===== config.mk =====
export PLATFORM = sky130hd
export DESIGN_NAME = rv_instr_loader
export DESIGN_NICKNAME = d
export VERILOG_FILES = /design/src/rtl/rv_instr_loader.sv
export SDC_FILE = /design/constraint.sdc
export NUM_CORES = 1
export LEC_CHECK = 0
export CAP_MARGIN = 20
export CORE_AREA = 2 2 96 98
export DETAILED_ROUTE_END_ITERATION = 6
export DIE_AREA = 0 0 98 100
export PLACE_DENSITY = 0.74
export SLEW_MARGIN = 20
export SYNTH_ARGS = -nofsm -noshare
export SYNTH_HDL_FRONTEND = slang
export SYNTH_SLANG_ARGS = --single-unit
export TNS_END_PERCENT = 20

===== constraint.sdc =====
create_clock -name clk -period 1.83 [get_ports clk]
set_input_delay 0.2745 -clock clk [delete_from_list [all_inputs] [get_ports clk]]
set_output_delay 0.2745 -clock clk [all_outputs]
set_load 0.01 [all_outputs]

===== src/rtl/rv_instr_loader.sv =====
// Boot-time instruction memory loader: byte stream in, 32-bit RAM writes out.
// Optional trailing XOR checksum is enabled with `define RV_LOADER_CKSUM_EN.
module rv_instr_loader #(
  parameter int DEPTH = 256,
  parameter int AW    = 8
) (
  input  logic          clk,
  input  logic          rst,
  input  logic          start_i,
  input  logic          byte_valid_i,
  input  logic [7:0]    byte_data_i,
  output logic          byte_ready_o,
  output logic          wena_o,
  output logic [3:0]    strobe_o,
  output logic [AW-1:0] addra_o,
  output logic [31:0]   dina_o,
  output logic          core_hold_o,
  output logic          done_o,
  output logic          err_o
);

  typedef enum logic [2:0] {
    S_LEN0,
    S_LEN1,
    S_DATA,
    S_CKSUM,
    S_DONE,
    S_ERR
  } state_e;

`ifdef RV_LOADER_CKSUM_EN
  localparam state_e S_TAIL = S_CKSUM;
`else
  localparam state_e S_TAIL = S_DONE;
`endif

  state_e        state_q, state_d;
  logic [7:0]    len_lo_q, len_lo_d;
  logic [AW:0]   count_q, count_d;
  logic [AW:0]   idx_q, idx_d;
  logic [AW:0]   idx_inc;
  logic [1:0]    bcnt_q, bcnt_d;
  logic [23:0]   asm_q, asm_d;
  logic          wena_q, wena_d;
  logic [AW-1:0] addra_q, addra_d;
  logic [31:0]   dina_q, dina_d;
  logic          done_q, done_d;
  logic          err_q, err_d;
  logic [15:0]   len_full;
  logic          xfer;
`ifdef RV_LOADER_CKSUM_EN
  logic [7:0]    cksum_q, cksum_d;
`endif

  assign byte_ready_o = (state_q == S_LEN0) || (state_q == S_LEN1) ||
                        (state_q == S_DATA) || (state_q == S_CKSUM);
  assign xfer         = byte_valid_i & byte_ready_o;
  assign len_full     = {byte_data_i, len_lo_q};
  assign idx_inc      = idx_q + 1'b1;

  assign core_hold_o  = (state_q != S_DONE);
  assign wena_o       = wena_q;
  assign strobe_o     = {4{wena_q}};
  assign addra_o      = addra_q;
  assign dina_o       = dina_q;
  assign done_o       = done_q;
  assign err_o        = err_q;

  always_comb begin
    state_d  = state_q;
    len_lo_d = len_lo_q;
    count_d  = count_q;
    idx_d    = idx_q;
    bcnt_d   = bcnt_q;
    asm_d    = asm_q;
    wena_d   = 1'b0;
    addra_d  = addra_q;
    dina_d   = dina_q;
    err_d    = err_q;
`ifdef RV_LOADER_CKSUM_EN
    cksum_d  = cksum_q;
`endif

    case (state_q)
      S_LEN0: begin
        if (xfer) begin
          len_lo_d = byte_data_i;
          state_d  = S_LEN1;
        end
      end

      S_LEN1: begin
        if (xfer) begin
          // Oversized counts are rejected here so the write index can never overflow.
          if (len_full == 16'd0) begin
            count_d = '0;
            state_d = S_TAIL;
          end else if (len_full > 16'(DEPTH)) begin
            err_d   = 1'b1;
            state_d = S_ERR;
          end else begin
            count_d = len_full[AW:0];
            state_d = S_DATA;
          end
        end
      end

      S_DATA: begin
        if (xfer) begin
`ifdef RV_LOADER_CKSUM_EN
          cksum_d = cksum_q ^ byte_data_i;
`endif
          bcnt_d = bcnt_q + 2'd1;
          case (bcnt_q)
            2'd0: asm_d[7:0]   = byte_data_i;
            2'd1: asm_d[15:8]  = byte_data_i;
            2'd2: asm_d[23:16] = byte_data_i;
            default: begin
              wena_d  = 1'b1;
              addra_d = idx_q[AW-1:0];
              dina_d  = {byte_data_i, asm_q};
              idx_d   = idx_inc;
              if (idx_inc == count_q) begin
                state_d = S_TAIL;
              end
            end
          endcase
        end
      end

      S_CKSUM: begin
`ifdef RV_LOADER_CKSUM_EN
        if (xfer) begin
          if (byte_data_i == cksum_q) begin
            state_d = S_DONE;
          end else begin
            err_d   = 1'b1;
            state_d = S_ERR;
          end
        end
`else
        state_d = S_DONE;
`endif
      end

      S_DONE, S_ERR: begin
        if (start_i) begin
          len_lo_d = '0;
          count_d  = '0;
          idx_d    = '0;
          bcnt_d   = '0;
          err_d    = 1'b0;
`ifdef RV_LOADER_CKSUM_EN
          cksum_d  = '0;
`endif
          state_d  = S_LEN0;
        end
      end

      default: state_d = S_LEN0;
    endcase

    done_d = (state_d == S_DONE) && (state_q != S_DONE);
  end

  always_ff @(posedge clk) begin
    if (rst) begin
      state_q  <= S_LEN0;
      len_lo_q <= '0;
      count_q  <= '0;
      idx_q    <= '0;
      bcnt_q   <= '0;
      asm_q    <= '0;
      wena_q   <= 1'b0;
      addra_q  <= '0;
      dina_q   <= '0;
      done_q   <= 1'b0;
      err_q    <= 1'b0;
`ifdef RV_LOADER_CKSUM_EN
      cksum_q  <= '0;
`endif
    end else begin
      state_q  <= state_d;
      len_lo_q <= len_lo_d;
      count_q  <= count_d;
      idx_q    <= idx_d;
      bcnt_q   <= bcnt_d;
      asm_q    <= asm_d;
      wena_q   <= wena_d;
      addra_q  <= addra_d;
      dina_q   <= dina_d;
      done_q   <= done_d;
      err_q    <= err_d;
`ifdef RV_LOADER_CKSUM_EN
      cksum_q  <= cksum_d;
`endif
    end
  end

endmodule


Word-level counts from Yosys, hierarchy flattened
Cells that the tools add are included.
{"block": "op_classes", "bitwise": 4, "mux": 29, "eq_ne": 18, "magnitude_cmp": 1, "add_sub_neg": 2, "reduce_logical": 22}
{"cell": "two-way mux 9 bit", "count": 6}
{"cell": "case mux 9 bit (2 select lines)", "count": 2}
{"cell": "two-way mux 3 bit", "count": 8}
{"cell": "AND reduction 3 bit", "count": 6}
{"cell": "greater-than comparator 16 x 9 -> 1 bit (second input constant)", "count": 1}
{"cell": "zero test 16 bit", "count": 1}
{"cell": "two-way mux 8 bit", "count": 2}
{"cell": "case mux 8 bit (2 select lines)", "count": 1}
{"cell": "case mux 3 bit (5 select lines)", "count": 1}
{"cell": "inequality test 2 bit (second input constant)", "count": 6}
{"cell": "adder 9 x 1 -> 9 bit (second input constant)", "count": 1}
{"cell": "== test 3 bit (second input constant)", "count": 3}
{"cell": "== test 9 bit", "count": 1}
{"cell": "AND reduction 4 bit", "count": 2}
{"cell": "== test 3 x 2 -> 1 bit (second input constant)", "count": 2}
{"cell": "inequality test 3 bit (second input constant)", "count": 2}
{"cell": "nonzero test 2 bit", "count": 3}
{"cell": "OR reduction 3 bit", "count": 2}
{"cell": "two-way mux 1 bit", "count": 5}
{"cell": "AND reduction 5 bit", "count": 1}
{"cell": "two-way mux 2 bit", "count": 2}
{"cell": "case mux 2 bit (2 select lines)", "count": 1}
{"cell": "== test 3 x 1 -> 1 bit (second input constant)", "count": 1}
{"cell": "zero test 3 bit", "count": 1}
{"cell": "11 further kinds", "count": 15}
{"block": "word_totals", "regBits": 98, "elab_cells": 89, "in_bits": 12, "out_inout_bits": 49}

Logic depth before layout (Yosys ltp)
Gate-level depths: netlist of the first run.
{"block": "logic_depth", "ltp_word": 9, "depth_mapped": 8}

Worst setup path after synthesis of the first run
OpenSTA, ideal clock, no wires.
{"block": "synth_path", "kind": "register -> register", "start": "register idx_q[0]", "end": "register state_q[1]", "slack_ns": 0.017, "required_ns": 1.710, "setup_time_ns": 0.120, "n_path_buf": 0, "arrival_time_ns": 1.693, "path_stages_with_launch": 7, "cell_sequence": "dfxtp_1 ha_1 nand3_1 nor3_1 xnor2_1 o211ai_1 o31a_1"}
{"block": "synth_between", "elab_chain_cells": 6}
{"element": "start, declared", "line": "40", "source": "logic [AW:0] idx_q, idx_d;"}
{"element": "start signal, assigned", "line": "186", "source": "idx_q <= idx_d;"}
{"element": "adder 9 x 1 -> 9 bit", "line": "59", "source": "assign idx_inc = idx_q + 1'b1;"}
{"element": "== test 9 bit", "line": "123", "source": "if (idx_inc == count_q) begin"}
{"element": "two-way mux 3 bit", "line": "123"}
{"element": "two-way mux 3 bit", "line": "114", "source": "case (bcnt_q)"}
{"element": "two-way mux 3 bit", "line": "109", "source": "if (xfer) begin"}
{"element": "case mux 3 bit (5 select lines)", "line": "84", "source": "case (state_q)"}
{"element": "end signal, assigned", "line": "183", "source": "state_q <= state_d;"}
{"element": "end, declared", "line": "37", "source": "state_e state_q, state_d;"}
No other way between the ends.
A chain may end at the register's enable or synchronous reset.

Worst setup path in the final report of the first run
{"block": "layout_path", "start": "register len_lo_q[5]", "end": "register state_q[2]"}
{"block": "layout_between", "elab_chain_cells": 5}
{"element": "start, declared", "line": "38", "source": "logic [7:0] len_lo_q, len_lo_d;"}
{"element": "start signal, assigned", "line": "184", "source": "len_lo_q <= len_lo_d;"}
{"element": "greater-than comparator 16 x 9 -> 1 bit", "line": "98", "source": "end else if (len_full > 16'(DEPTH)) begin"}
{"element": "two-way mux 3 bit", "line": "98"}
{"element": "two-way mux 3 bit (*)", "line": "95", "source": "if (len_full == 16'd0) begin"}
{"element": "two-way mux 3 bit (*)", "line": "93", "source": "if (xfer) begin"}
{"element": "case mux 3 bit (5 select lines) (*)", "line": "84"}
Every way passes the cells marked *; elsewhere a longest branch is shown, timed or not.

==> metrics.yaml, run 1 <==
run_status:
  outcome: "finished, violations left"
  failed_checks: "setup timing"
critical_path:
  crit_fanout: 3
  critPathLaunch: "len_lo_q[5]"
  cp_data_arrival_time_ps: 2150
  worstSetupStartpointType: "flop"
  worst_r2r_endpoint: "state_q[2]"
  r2r_setup_slack_ps: -70
  worst-r2r-cell-count: 5
  worstSetupPathType: "flop to flop"
  end_kind: "flop"
  crit_required_ps: 2080
  r2r-start: "len_lo_q[5]"
finish:
  n_antenna_cell: 0
  area_growth_pct: 28.3
  final_layout_size_suffix_gt1_share_pct: 14.2
  nets: 617
synth:
  avgSynthCellArea_um2: 8.00
  async_reset_ff_share_pct: 0
  synth_area_leaders: "dfxtp_1, nand2_1, a21oi_1, nand3_1, clkbuf_1"
  syn_inst: 520
  yosysUniqueCellTypes: 52
  synth-main-ff-cell: "dfxtp_1"
  yosysSeqAreaShare_pct: 47.2
  synth_seq_cells: 98
  netlist_area_um2: 4160
  synth_common_cells: "nand2_1, dfxtp_1, a21oi_1"
  synth_most_common_cell: "nand2_1"
  synthesis.nets: 537
  yosysWarnings: 0
  yosys.area.top_type: "dfxtp_1"
  synth-edff-count: 0
  synth_top_area_share_pct: 47.2
placement:
  globalplace.congestion: 0.865
  io_buffers: 60
  post-place-ws_ps: -445
  hpwl_um: 7280
clocking:
  htree_levels: 3
  cts_tree: "yes"
  cts.sinks: 98
  cts_setup_buffers: 0
  clockBufferDepth: 2
  cts-buffers-inserted: 9
  path_clk_slew_ps: 100
  cts_root_buf: "clkbuf_8"
  clkLatencyLatePin_ps: 370
global_routing:
  overflow: 0
  antenna_found_initial: 0
  grt_pass1_wl_um: 16700
  grt_usage_pct: 21.0
  grt_pass1_vias: 3556
  grt_max_degree: 59
floorplan:
  initial_core_util_pct: 46.8
  dieArea_um2: 9800
  die_y_um: 100
  die_w_um: 98
  std_cell_rows: 35
  io_pins: 61
  core_area_um2: 8890
detailed_routing:
  vias_per_cell: 5.43
  first_iter_violations: 199
  drc_errors: 0
  wl_um: 10200
  wl_per_cell_um: 14.2
  via_count: 3887
  postRouteAntennaNets: 0
  drt_pass1_iterations: 5
timing:
  finalHoldViolations: 0
  maxSlewViolCount: 0
  period_needed_ps: 1900
  timing.final.crit_share_pct: 104
  rsz0062_at_grt: "yes"
  fmax_ghz: 0.528
  tightest_slew_ps: 562
  fin_skew_ps: 9.16
  worst_slack_ps: -65.4
  setup_viol: 3
  setup-tns-final_ps: -155
  slew_headroom_pct: 62.6
hold_path:
  holdPathStages: 4
  worstHoldStart: "rst"
  hold_class: "input pin to flop"
  min_to: "count_q[5]"
power_and_ir_drop:
  ir_worst_vdd_v: 0.000365
  power_density_nw_per_um2: 717
  p_leak_uw: 0.00184
flow_run:
  drv_cap: 0
-- cell families after synthesis --
kind of cell / synth area share [%]
AO/OA/AOI/OAI: 17.9
XOR/XNOR: 2.11
AND/OR/NAND/NOR: 25.1
multiplexers: 1.20
adder cells (fa/ha/maj): 1.50
flip-flops: 47.2
buffers and inverters: 5.08
-- area by class of cell --
type / count / area (um^2)
Clock buffer: 10 / 138
Multi-Input combinational cell: 373 / 2020
Clock inverter: 6 / 61.3
Timing Repair Buffer: 111 / 987
Inverter: 7 / 26.3
Sequential cell: 98 / 1960
Tap cell: 111 / 139
Fill cell: 816 / 3550
-- per-layer routing --
layer	wire length, um	up-vias	global-route usage [%]
met1	4630	1833	27.7
met5	0	-	0
met4	235	0	9.51
met2	4820	99	34.1
li1	-	1937	-
met3	468	18	3.41
-- sequential cells by signal (all words and copies together), names as in the netlist --
register / cells
asm_q: 24
bcnt_q: 2
wena_o: 1
count_q: 9
dina_o: 32
len_lo_q: 8
idx_q: 9
err_o: 1
done_o: 1
state_q: 3
addra_o: 8
-- cell usage in the layout (no fill, tap or decap), types with 2 or more instances in the layout --
master | synthesis | routed
nand3b_1 | 7 | 7
and3_1 | 3 | 3
dfxtp_1 | 98 | 96
xor2_1 | 4 | 4
dfxtp_2 | 0 | 2
nand4_1 | 5 | 5
or3_1 | 5 | 5
mux2i_1 | 5 | 5
clkbuf_8 | 0 | 10
a22oi_1 | 8 | 8
o211ai_1 | 2 | 2
a31oi_1 | 3 | 3
dlygate4sd2_1 | 0 | 3
xnor2_1 | 6 | 6
or4_4 | 3 | 3
o31ai_1 | 2 | 2
nor3_1 | 4 | 3
nor4_1 | 3 | 3
nor2_1 | 20 | 20
clkdlybuf4s50_1 | 0 | 56
a21o_1 | 2 | 2
nand2_1 | 125 | 124
nor2b_1 | 2 | 2
buf_4 | 4 | 50
inv_1 | 7 | 7
nand3_1 | 28 | 28
o21ai_0 | 17 | 16
clkinv_4 | 0 | 2
nand2b_1 | 4 | 4
a21oi_1 | 86 | 86
ha_1 | 5 | 4
-- timing repair --
item / 4_1_cts / 5_1_grt
setup endpoints to repair: 11 / 17
pin swaps: 3 / 2
resized for setup: 7 / 4
hold buffers: 0 / 0
-- worst max-delay path: stages, from the launching register on --
cell and delay [ps]:
dfxtp_2 330, or4_4 560, o21a_4 240, o41a_1 380
o21ai_0 180, o31ai_1 90
-- per-stage QoR --
stage | hold slack (ps) | util (%) | power [uW] | cells | instance area, um^2
6_report | 297 | 60.0 | 3830 | 716 | 5340
5_1_grt | 313 | 60.0 | 3970 | 716 | 5340
4_1_cts | 282 | 60.0 | 3850 | 716 | 5330
3_5_place_dp | 447 | 57.6 | 2490 | 700 | 5120
3_3_place_gp | 443 | 57.6 | 2490 | 700 | 5120
2_1_floorplan | 410 | - | 2350 | 520 | 4160
-- how the worst max path moves through the flow --
| stage | endpoint | slack, ps |
|---|---|---|
| after floorplan | state_q[1] | 20 |
| after global placement | state_q[1] | -440 |
| after detailed placement | count_q[8] | -440 |
| after CTS | state_q[2] | -50 |
| after global routing | state_q[2] | -130 |
| final | state_q[2] | -70 |
-- where the power goes --
group          internal, uW  switching (uW)
combinational           127             160
clock                   562             814
sequential             2150            13.1
Power figures use the tool's default switching activity.
==> run 2: changes to the inputs <==
--- a/config.mk
+++ b/config.mk
@@ -6,10 +6,11 @@
 export NUM_CORES = 1
 export LEC_CHECK = 0
 export CAP_MARGIN = 20
-export CORE_AREA = 2 2 96 98
+export CORE_AREA = 2 2 90 92
+export CTS_BUF_LIST = sky130_fd_sc_hd__clkbuf_8
 export DETAILED_ROUTE_END_ITERATION = 6
-export DIE_AREA = 0 0 98 100
-export PLACE_DENSITY = 0.74
+export DIE_AREA = 0 0 92 94
+export PLACE_DENSITY = 0.8
 export SLEW_MARGIN = 20
 export SYNTH_ARGS = -nofsm -noshare
 export SYNTH_HDL_FRONTEND = slang
==> constraint.sdc (replaced) <==
create_clock -name clk -period 1.8 [get_ports clk]
set_input_delay 0.27 -clock clk [delete_from_list [all_inputs] [get_ports clk]]
set_output_delay 0.27 -clock clk [all_outputs]
set_load 0.01 [all_outputs]
==> run 2 against run 1 <==
The run still ends with setup timing left; final area is essentially flat; critical path depth is the same; worst setup slack lost 45 ps; fmax shrank 0.81%; sequential share of layout area is essentially flat; combinational power grew 2%; highest routed layer unchanged; via count grew 0.36%; clock power is essentially flat; clock skew grew 7.5 ps; die area shrank 12%.
==> metrics.yaml, run 2 (synthesis results as in run 1) <==
run_status:
  outcome: "finished, violations left"
  failed_checks: "setup timing"
global_routing:
  overflow: 0
  grt_max_degree: 67
  antenna_found_initial: 0
  grt_pass1_vias: 3575
  grt_usage_pct: 23.8
  grt_pass1_wl_um: 16600
power_and_ir_drop:
  p_total_uw: 3870
  power_density_nw_per_um2: 726
  ir_worst_vdd_v: 0.000475
  p_leak_uw: 0.00184
placement:
  io_buffers: 60
  globalplace.congestion: 0.900
  post-place-ws_ps: -472
  hpwl_um: 7130
  dp_cells: 689
timing:
  setup-tns-final_ps: -260
  setup_viol: 5
  finalHoldViolations: 0
  rsz0062_at_grt: "yes"
  maxSlewViolCount: 0
  slew_headroom_pct: 56.9
  tightest_slew_ps: 647
  period_needed_ps: 1910
  fin_skew_ps: 16.6
  timing.final.crit_share_pct: 106
  worst_slack_ps: -111
  fmax_ghz: 0.523
clocking:
  cts_root_buf: "clkbuf_8"
  cts_setup_buffers: 0
  clkLatencyLatePin_ps: 370
  htree_levels: 3
  ctsHoldBuffers: 0
  cts_tree: "yes"
  clockBufferDepth: 2
  cts.sinks: 98
  path_clk_slew_ps: 90
  cts-buffers-inserted: 9
floorplan:
  dieArea_um2: 8650
  std_cell_rows: 32
  die_y_um: 94
  io_pins: 61
  die_w_um: 92
  initial_core_util_pct: 54.7
  core_area_um2: 7610
detailed_routing:
  wl_per_cell_um: 14.4
  drc_errors: 0
  wl_um: 10100
  routed.top_layer: "met4"
  wl_met3_um: 583
  via_count: 3901
  wl_met2_um: 4880
  drt_pass1_iterations: 5
  routedLengthMet1_um: 4560
  vias_per_cell: 5.53
  first_iter_violations: 227
  postRouteAntennaNets: 0
finish:
  largest_register_ffs: 32
  final_cells: 705
  nets: 615
  final_common_cell: "nand2_1"
  final_layout_size_suffix_gt1_share_pct: 14.1
  layout_common_cells: "nand2_1, dfxtp_1, a21oi_1"
  n_antenna_cell: 0
  area_growth_pct: 28.3
critical_path:
  worst-r2r-cell-count: 5
  cp_data_arrival_time_ps: 2150
  worstSetupStartpointType: "flop"
  critPathLaunch: "len_lo_q[7]"
  worstSetupPathType: "flop to flop"
  worst_r2r_endpoint: "done_o"
  end_kind: "flop"
  crit_required_ps: 2040
  worstSetupEndpoint: "done_o"
  crit_fanout: 4
  r2r_setup_slack_ps: -110
  r2r-start: "len_lo_q[7]"
flow_run:
  drv_cap: 0
hold_path:
  hold_class: "input pin to flop"
-- run 2: cell count changes in the layout (fill, tap and decap cells not counted), sizes merged --
cell | before | now
buf | 52 | 50
dlymetal6s2s | 0 | 2
clkdlybuf4s50 | 56 | 54
-- run 2: critical path: stages (launching register included) --
cell      delay, ps
dfxtp_1         320
or4_4           560
o21a_4          250
o41a_1          380
o211ai_1        200
o31ai_1         100
-- run 2: layout make-up --
class,instances,area [um^2]
Clock buffer,10,138
Clock inverter,6,61.3
Fill cell,631,2270
Inverter,7,26.3
Multi-Input combinational cell,373,2020
Sequential cell,98,1960
Tap cell,102,128
Timing Repair Buffer,109,993
-- run 2: power by group --
| part | total, uW | switching, uW | internal, uW |
|---|---|---|---|
| clock | 1380 | 811 | 572 |
| combinational | 294 | 161 | 132 |
| sequential | 2200 | 12.3 | 2190 |
-- run 2: worst min path at each step --
stage | from | endpoint | slack (ps) | depth (start not counted)
after floorplan | byte_data_i[1] | dina_o[25] | 410 | 2
after global placement | asm_q[8] | dina_o[8] | 440 | 2
after detailed placement | asm_q[0] | dina_o[0] | 450 | 2
after CTS | rst | count_q[4] | 300 | 4
after global routing | rst | count_q[5] | 340 | 4
final | rst | count_q[4] | 310 | 4
-- run 2: per-layer routing --
layer,track usage (%),vias up
met5,0,-
met4,7.59,0
met3,3.93,9
met2,39.9,135
met1,31.6,1826
li1,-,1931
-- run 2: what timing repair did --
action / 4_1_cts / 5_1_grt
endpoints found under the hold margin: 0 / 0
setup endpoints to repair: 13 / 31
pin swaps: 6 / 3
resized for setup: 7 / 7
-- run 2: per-stage QoR --
step / utilization, % / hold WS (ps) / area, um^2
floorplan: - / 406 / 4160
global placement: 67.2 / 441 / 5110
detailed placement: 67.2 / 445 / 5110
CTS: 70.0 / 297 / 5320
global route: 70.1 / 337 / 5340
finish: 70.1 / 310 / 5340
